[config.mk]
export PLATFORM = sky130hd
export DESIGN_NAME = bn_res_sched_layer7
export DESIGN_NICKNAME = d
export VERILOG_FILES = /design/src/rtl/bn_res_sched_layer7_pkg.sv /design/src/rtl/bn_res_sched_layer7_loader.sv /design/src/rtl/bn_res_sched_layer7.sv
export SDC_FILE = /design/constraint.sdc
export NUM_CORES = 1
export LEC_CHECK = 0
export ABC_AREA = 1
export CORE_MARGIN = 2
export CORE_UTILIZATION = 44
export DETAILED_ROUTE_END_ITERATION = 7
export GPL_ROUTABILITY_DRIVEN = 0
export PLACE_DENSITY_LB_ADDON = 0.08
export SETUP_SLACK_MARGIN = 0.05
export SLEW_MARGIN = 25
export SYNTH_ARGS = -nofsm -noshare
export SYNTH_HDL_FRONTEND = slang
export SYNTH_SLANG_ARGS = --single-unit
[constraint.sdc]
create_clock -name clk -period 1.7 [get_ports clk]
set_input_delay 0.255 -clock clk [delete_from_list [all_inputs] [get_ports clk]]
set_output_delay 0.255 -clock clk [all_outputs]
set_load 0.01 [all_outputs]
[src/rtl/bn_res_sched_layer7_pkg.sv]
// Shared types and encodings for the layer-7 BN+residual sequencer.
// Mode values mirror the datapath's RELOAD/CALCULATE encodings.
package layer7_pkg;

  localparam int CHANNEL_NUM_DEF = 512;
  localparam int LOAD_LANES_DEF  = 16;
  localparam int PIXEL_NUM_DEF   = 16;

  localparam int CH_AW = $clog2(CHANNEL_NUM_DEF);
  localparam int PIX_W = $clog2(PIXEL_NUM_DEF);

  localparam logic MODE_RELOAD    = 1'b0;
  localparam logic MODE_CALCULATE = 1'b1;

  typedef enum logic [2:0] {
    ST_IDLE   = 3'd0,
    ST_LOAD_A = 3'd1,
    ST_LOAD_B = 3'd2,
    ST_CALC   = 3'd3,
    ST_DRAIN  = 3'd4
  } sched_state_t;

endpackage

[src/rtl/bn_res_sched_layer7_loader.sv]
// Parameter-load address generator: beat base address, bank strobes, last-beat flag.
module bn_para_loader #(
  parameter int CHANNEL_NUM = 512,
  parameter int LOAD_LANES  = 16,
  localparam int AW         = $clog2(CHANNEL_NUM)
) (
  input  logic          clk,
  input  logic          rst_n,
  input  logic          clear,
  input  logic          load_en,
  input  logic          bank_b,
  input  logic          para_valid,
  output logic [AW-1:0] para_addr,
  output logic          para_we_a,
  output logic          para_we_b,
  output logic          beat,
  output logic          last_beat
);

  logic [AW-1:0] addr_reg;

  assign beat      = load_en & para_valid;
  assign para_we_a = beat & ~bank_b;
  assign para_we_b = beat & bank_b;
  assign last_beat = (addr_reg == AW'(CHANNEL_NUM - LOAD_LANES));
  assign para_addr = addr_reg;

  // The address wraps to 0 on the last beat so bank B starts at word 0.
  always_ff @(posedge clk or negedge rst_n) begin
    if (!rst_n) begin
      addr_reg <= '0;
    end else if (clear) begin
      addr_reg <= '0;
    end else if (beat) begin
      addr_reg <= last_beat ? '0 : addr_reg + AW'(LOAD_LANES);
    end
  end

endmodule

[src/rtl/bn_res_sched_layer7.sv]
// Layer-7 BN+residual sequencer: parameter reload, pixel pairing, drain and done.
// Optional stall counter enabled by defining BN_RES_SCHED_PERF_EN.
module bn_res_sched_layer7
  import layer7_pkg::*;
#(
  parameter int CHANNEL_NUM = CHANNEL_NUM_DEF,
  parameter int LOAD_LANES  = LOAD_LANES_DEF,
  parameter int PIXEL_NUM   = PIXEL_NUM_DEF,
  localparam int AW         = $clog2(CHANNEL_NUM),
  localparam int PW         = $clog2(PIXEL_NUM)
) (
  input  logic          clk,
  input  logic          rst_n,
  input  logic          start_load,
  input  logic          start_calc,
  input  logic          abort,
  input  logic          para_valid,
  output logic          para_ready,
  output logic          para_we_a,
  output logic          para_we_b,
  output logic [AW-1:0] para_addr,
  input  logic          mac_valid,
  output logic          mac_ready,
  input  logic          res_valid,
  output logic          res_ready,
  output logic          mode,
  output logic          data_e,
  input  logic          data_e_out,
  output logic          params_ok,
  output logic          busy,
  output logic          done,
  output logic [15:0]   stall_cnt
);

  generate
    if (CHANNEL_NUM % LOAD_LANES != 0) begin : g_bad_lanes
      $error("CHANNEL_NUM must be a multiple of LOAD_LANES");
    end
  endgenerate

  sched_state_t  state_reg;
  logic          mode_reg;
  logic          busy_reg;
  logic          done_reg;
  logic          params_ok_reg;
  logic [PW-1:0] pix_cnt_reg;

  logic in_load;
  logic fire;
  logic calc_accept;
  logic beat;
  logic last_beat;
  logic loader_clear;

  assign in_load      = (state_reg == ST_LOAD_A) || (state_reg == ST_LOAD_B);
  assign fire         = (state_reg == ST_CALC) & mac_valid & res_valid;
  assign calc_accept  = (state_reg == ST_IDLE) & ~abort & ~start_load & start_calc & params_ok_reg;
  assign loader_clear = abort | ((state_reg == ST_IDLE) & start_load);

  assign para_ready = in_load;
  assign data_e     = fire;
  assign mac_ready  = fire;
  assign res_ready  = fire;
  assign mode       = mode_reg;
  assign busy       = busy_reg;
  assign done       = done_reg;
  assign params_ok  = params_ok_reg;

  bn_para_loader #(
    .CHANNEL_NUM (CHANNEL_NUM),
    .LOAD_LANES  (LOAD_LANES)
  ) u_loader (
    .clk        (clk),
    .rst_n      (rst_n),
    .clear      (loader_clear),
    .load_en    (in_load),
    .bank_b     (state_reg == ST_LOAD_B),
    .para_valid (para_valid),
    .para_addr  (para_addr),
    .para_we_a  (para_we_a),
    .para_we_b  (para_we_b),
    .beat       (beat),
    .last_beat  (last_beat)
  );

  always_ff @(posedge clk or negedge rst_n) begin
    if (!rst_n) begin
      state_reg     <= ST_IDLE;
      mode_reg      <= MODE_RELOAD;
      busy_reg      <= 1'b0;
      done_reg      <= 1'b0;
      params_ok_reg <= 1'b0;
      pix_cnt_reg   <= '0;
    end else begin
      done_reg <= 1'b0;
      if (abort) begin
        // A partial parameter set is unusable, so only an aborted load drops params_ok.
        if (in_load) params_ok_reg <= 1'b0;
        state_reg   <= ST_IDLE;
        mode_reg    <= MODE_RELOAD;
        busy_reg    <= 1'b0;
        pix_cnt_reg <= '0;
      end else begin
        case (state_reg)
          ST_IDLE: begin
            if (start_load) begin
              state_reg     <= ST_LOAD_A;
              mode_reg      <= MODE_RELOAD;
              busy_reg      <= 1'b1;
              params_ok_reg <= 1'b0;
            end else if (calc_accept) begin
              state_reg <= ST_CALC;
              mode_reg  <= MODE_CALCULATE;
              busy_reg  <= 1'b1;
            end
          end
          ST_LOAD_A: begin
            if (beat && last_beat) state_reg <= ST_LOAD_B;
          end
          ST_LOAD_B: begin
            if (beat && last_beat) begin
              state_reg     <= ST_IDLE;
              busy_reg      <= 1'b0;
              params_ok_reg <= 1'b1;
            end
          end
          ST_CALC: begin
            if (fire) begin
              if (pix_cnt_reg == PW'(PIXEL_NUM - 1)) begin
                state_reg   <= ST_DRAIN;
                pix_cnt_reg <= '0;
              end else begin
                pix_cnt_reg <= pix_cnt_reg + 1'b1;
              end
            end
          end
          ST_DRAIN: begin
            if (data_e_out) begin
              state_reg <= ST_IDLE;
              mode_reg  <= MODE_RELOAD;
              busy_reg  <= 1'b0;
              done_reg  <= 1'b1;
            end
          end
          default: begin
            state_reg <= ST_IDLE;
            mode_reg  <= MODE_RELOAD;
            busy_reg  <= 1'b0;
          end
        endcase
      end
    end
  end

`ifdef BN_RES_SCHED_PERF_EN
  logic [15:0] stall_cnt_reg;

  always_ff @(posedge clk or negedge rst_n) begin
    if (!rst_n) begin
      stall_cnt_reg <= '0;
    end else if (calc_accept) begin
      stall_cnt_reg <= '0;
    end else if ((state_reg == ST_CALC) && !fire && (stall_cnt_reg != 16'hffff)) begin
      stall_cnt_reg <= stall_cnt_reg + 16'd1;
    end
  end

  assign stall_cnt = stall_cnt_reg;
`else
  assign stall_cnt = 16'd0;
`endif

endmodule

Word-level counts from Yosys, hierarchy flattened
Cells that the tools add are included.
- register bits: 20
- bits of input ports: 9
- $add $sub $neg: 2
- equality and inequality tests: 16
- multiplexer cells: 33
- bitwise operators: 14
- reductions and logical operators: 14
- operators with widths (operator ; number):
    $mux 9 ; 3
    $mux 3 ; 8
    $mux 4 ; 4
    $pmux 3 s5 ; 1
    $mux 1 ; 14
    $ne 3x3->1 const B ; 4
    $and 1x1->1 ; 10
    $add 9x5->9 const B ; 1
    $eq 9x9->1 const B ; 1
    $reduce_and 4->1 ; 2
    $eq 3x2->1 const B ; 2
    $ne 2x1->1 const B ; 3
    $ne 3x2->1 const B ; 2
    $reduce_and 6->1 ; 1
    $reduce_bool 2->1 ; 3
    $add 4x1->4 const B ; 1
    $eq 4x4->1 const B ; 1
    $ne 4x4->1 const B ; 1
    $pmux 1 s4 ; 1
    $eq 3x1->1 const B ; 1
    $eq 3x3->1 const B ; 1
    $logic_not 3->1 ; 1
    $not 1->1 ; 3
    $pmux 1 s3 ; 1
    other kinds (9) ; 9

Longest topological paths before layout
- depth in word-level cells: 9
- mapped depth: 9

By module
A second synthesis with hierarchy kept.
- cell total of the unflattened synthesis: 161
- area total of the unflattened synthesis: 1143.6 µm²
- by module, submodules not included (module ; instances ; cells an instance ; area an instance (µm²)):
    bn_res_sched_layer7 ; 1 ; 113 ; 803.3
    bn_para_loader ; 1 ; 48 ; 340.3

Least setup slack after synthesis
No wires, ideal clock.
- kind: reg-to-reg
- from: reg u_loader.addr_reg[4] (netlist: u_loader.para_addr[4])
- to: reg params_ok_reg (netlist: params_ok)
- library setup time: 0.117 ns
- arrival time: 1.464 ns
- required time: 1.583 ns
- path slack: 0.119 ns
- stages on the path, launching flop included: 10
- buffers on the path: 0
- path through: dfrtp_1 -> ha_1 -> nand2_1 -> nor2_1 -> ha_1 -> inv_1 -> o211ai_1 -> nand3_1 -> nand2_1 -> nand2_1
- cells in the longest elaborated chain, start to end: 4
- ends and longest elaborated chain (what ; RTL line ; source):
    start, declared ; bn_res_sched_layer7_loader.sv:20 ; logic [AW-1:0] addr_reg;
    start signal, assigned ; bn_res_sched_layer7_loader.sv:35 ; addr_reg <= last_beat ? '0 : addr_reg + AW'(LOAD_LANES);
    $eq 9x9->1 ; bn_res_sched_layer7_loader.sv:25 ; assign last_beat = (addr_reg == AW'(CHANNEL_NUM - LOAD_LANES));
    $logic_and 1x1->1 ; bn_res_sched_layer7.sv:121 ; if (beat && last_beat) begin
    $ne 3x3->1 (no source line) ; - ;
    $reduce_and 4->1 (no source line) ; - ;
    end signal, assigned ; bn_res_sched_layer7.sv:98 ; if (in_load) params_ok_reg <= 1'b0;
    end signal, assigned ; bn_res_sched_layer7.sv:110 ; params_ok_reg <= 1'b0;
    end signal, assigned ; bn_res_sched_layer7.sv:124 ; params_ok_reg <= 1'b1;
    end, declared ; bn_res_sched_layer7.sv:45 ; logic params_ok_reg;
Every way passes these cells.
A chain may end at the register's enable or synchronous reset.

Final worst setup path
- from: reg u_loader.addr_reg[5] (netlist: u_loader.para_addr[5])
- to: reg busy_reg (netlist: busy)
- cells in the longest elaborated chain, start to end: 4
- ends and longest elaborated chain (what ; RTL line ; source):
    $eq 9x9->1 ; bn_res_sched_layer7_loader.sv:25 ;
    $logic_and 1x1->1 ; bn_res_sched_layer7.sv:121 ;
    $ne 3x3->1 (no source line) ; - ;
    $reduce_and 4->1 (no source line) ; - ;
    end signal, assigned ; bn_res_sched_layer7.sv:114 ; busy_reg <= 1'b1;
    end signal, assigned ; bn_res_sched_layer7.sv:123 ; busy_reg <= 1'b0;
    end signal, assigned ; bn_res_sched_layer7.sv:141 ; busy_reg <= 1'b0;
    end, declared ; bn_res_sched_layer7.sv:43 ; logic busy_reg;
Every way passes these cells.

==> run metrics <==
most common library cells after synthesis nand2_1, buf_4, nand3_1; largest net degree at the start of global routing 17; CP arrival roughly 1.9 ns; synthesized flop and latch total 16; maximum root-to-sink buffer count 2; Initial Util 0.468; most frequent cell after synthesis nand2_1; Final Hold Fails 0; critical path capture point type flip-flop; part of the power in the clock network 0.167; Setup violations, final 0; RR Endpoint busy$_DFFE_PN0P_; final core utilization 0.617; Ys Warns 0; nets 214; Crit. path cell count 9; Switching Fraction 0.400; outcome finished clean; drt wl/cell 11.3 um; power density cells about 1000 mW/mm^2; asr flop ratio synth 1.00; # port buffers 23; CP delay by family, top flip-flops; row count 18; cell depth of the worst flop-to-flop path 9; Pint 0.000921 W; die area 0.00309 mm^2; gr ovfl total 0; first-pass GRT wire length 4300 um; I/O Pins 44; initial antenna violation count 0; critical path type flip-flop to flip-flop; max reg flops 5; Post-Syn Area per Cell 7.51 um^2; H-tree Lvls 1; Detailed Route Iter0 Violations 13; Net Sw Power 0.000614 W; CP peak stage delay 0.40 ns; Syn Std Cell Area 0.00117 mm^2; final worst path period share 0.965; CP Launch Type flip-flop; Clock Skew 0.00442 ns; Core Box Area between 0.002 and 0.0025 mm^2; Sequential Power Share 0.300; leakage 0.820 nW; DP HPWL 2000 um; Crit path top cell by count ha_2; crit-path cells ha_2 > nand2_2 > nor2_2 > ha_2 > inv_2 > o211ai_1 > buf_4 > nand3b_1 > nand2_1; peak supply drop 0.822 mV; Final min period ~1.6 ns; type of the worst min-delay path input port to async pin; final WL ~2600 um; Post-DRT Antenna Nets 0; Critical path buffers and inverters 2; CP required around 1.9 ns; total number of vias 1,097; reg-to-reg slack, setup 0.06 ns; first drt pass iteration count 4; Die Width 55.6 um; RSZ-0062 raised after global routing yes; pins over their slew limit 0; Ant. Diodes 0; worst-path fanout max 4; Netlist cell types 28; Worst Setup EP busy$_DFFE_PN0P_; Syn Inst Count 156; number of synthesized flops with an enable pin 0; number of global-route vias before repair 1,034; # hold bufs at CTS 0; CTS tree built; placed cells 220; Area Overhead vs Synth 31.7%; Sink Count 16; Non-Filler Instances 231; Root Driver clkbuf_4; sequential fraction of the synthesis area 0.342; Logic pwr share 0.533; DRC 0; Num CTS Buffers 3; fmax 610 MHz; Final WS setup 0.0597 ns; Synth area leaders dfrtp_1, buf_4, nand2_1; CP startpoint u_loader.para_addr[5]$_DFFE_PN0P_; Die H 55.6 um; cell taking the most area after synthesis dfrtp_1; Synth top area share 0.342; Clock transition at path regs 0.10 ns; Place WS -0.115 ns; FF-to-FF Start u_loader.para_addr[5]$_DFFE_PN0P_; vias per cell 4.75; share of cells above drive strength 1 0.274; Fill cells 226; Critical-path top delay cell dfrtp_1; max-cap viol count 0; worst skew pair latency 0.29 ns; ys flop type dfrtp_1; Tot GR Track Use 0.172
==> metal layers <==
metal  global-route usage  routed length (um)  up-vias
li1                     -                   -      555
met1                0.227                1170      500
met2                0.286                1280       39
met3               0.0233                 140        3
met4               0.0662                  27        0
met5                    0                   0        -
==> timing repair <==
| action | CTS | global route |
|---|---|---|
| endpoints found under the setup margin | 6 | 9 |
| resized for setup | 9 | 20 |
| buffers inserted | 3 | 4 |
| pin swaps | 0 | 7 |
| gates cloned | 0 | 0 |
==> cell usage in the layout (no fill, tap or decap), types with 2 or more instances in the layout <==
cell,synthesis,routed
clkbuf_4,0,3
inv_2,2,3
a21oi_1,2,2
conb_1,1,20
buf_4,22,22
o21ai_0,4,4
nor2_1,15,13
nand2_2,1,5
ha_2,0,2
clkbuf_2,0,4
nand4_1,5,5
clkdlybuf4s50_1,0,17
dfrtp_1,16,15
nand2_1,36,32
nand3_1,18,17
nor2_2,1,3
nand3_2,1,2
o21ai_2,2,2
nand2_4,2,2
inv_1,14,13
==> power by group through the flow <==
stage          clock (W)  sequential, W  combinational [W]
2_1_floorplan          0       0.000496           0.000455
3_3_place_gp           0       0.000480           0.000717
3_5_place_dp           0       0.000482           0.000724
4_1_cts         0.000265       0.000465           0.000767
5_1_grt         0.000276       0.000465           0.000908
6_report        0.000257       0.000460           0.000819
==> logic make-up (layout without fill, tap and decap cells) <==
kind of cell | Yosys count | after routing | synth area share
compound gates | 12 | 12 | 0.0737
flops | 16 | 16 | 0.342
xor+xnor | 1 | 1 | 0.00748
simple gates | 84 | 84 | 0.345
buf+inv | 39 | 65 | 0.197
fa+ha+maj | 3 | 3 | 0.0321
other cells | 1 | 20 | 0.00320
==> final cells by class <==
cell class / count / area [um^2] / area share
clock buffer: 4 / 36.3 / 0.0235
tap: 30 / 37.5 / 0.0243
sequential: 16 / 402 / 0.260
timing repair buffer: 45 / 370 / 0.240
multi-input combinational: 120 / 637 / 0.413
inverter: 16 / 60.1 / 0.0389
==> per-stage QoR <==
| stage | setup TNS, ns | hold WS [ns] | total power (W) | area (um^2) |
|---|---|---|---|---|
| 3_5_place_dp | -0.360 | 0.467 | 0.00121 | 1450 |
| 2_1_floorplan | 0 | -0.0406 | 0.000951 | 1240 |
| 6_report | 0 | 0.280 | 0.00154 | 1540 |
| 5_1_grt | -0.131 | 0.296 | 0.00165 | 1540 |
| 4_1_cts | 0 | 0.283 | 0.00150 | 1510 |
| 3_3_place_gp | -0.345 | 0.456 | 0.00120 | 1450 |
==> worst min-delay path by stage <==
stage / end / from / cells after the start
after floorplan: busy$_DFFE_PN0P_ / rst_n / 0
after global placement: busy$_DFFE_PN0P_ / busy$_DFFE_PN0P_ / 2
after detailed placement: busy$_DFFE_PN0P_ / busy$_DFFE_PN0P_ / 2
after CTS: pix_cnt_reg[0]$_DFFE_PN0P_ / rst_n / 2
after global routing: pix_cnt_reg[1]$_DFFE_PN0P_ / rst_n / 2
final: pix_cnt_reg[3]$_DFFE_PN0P_ / rst_n / 2
(Power assumes the default switching activity.)
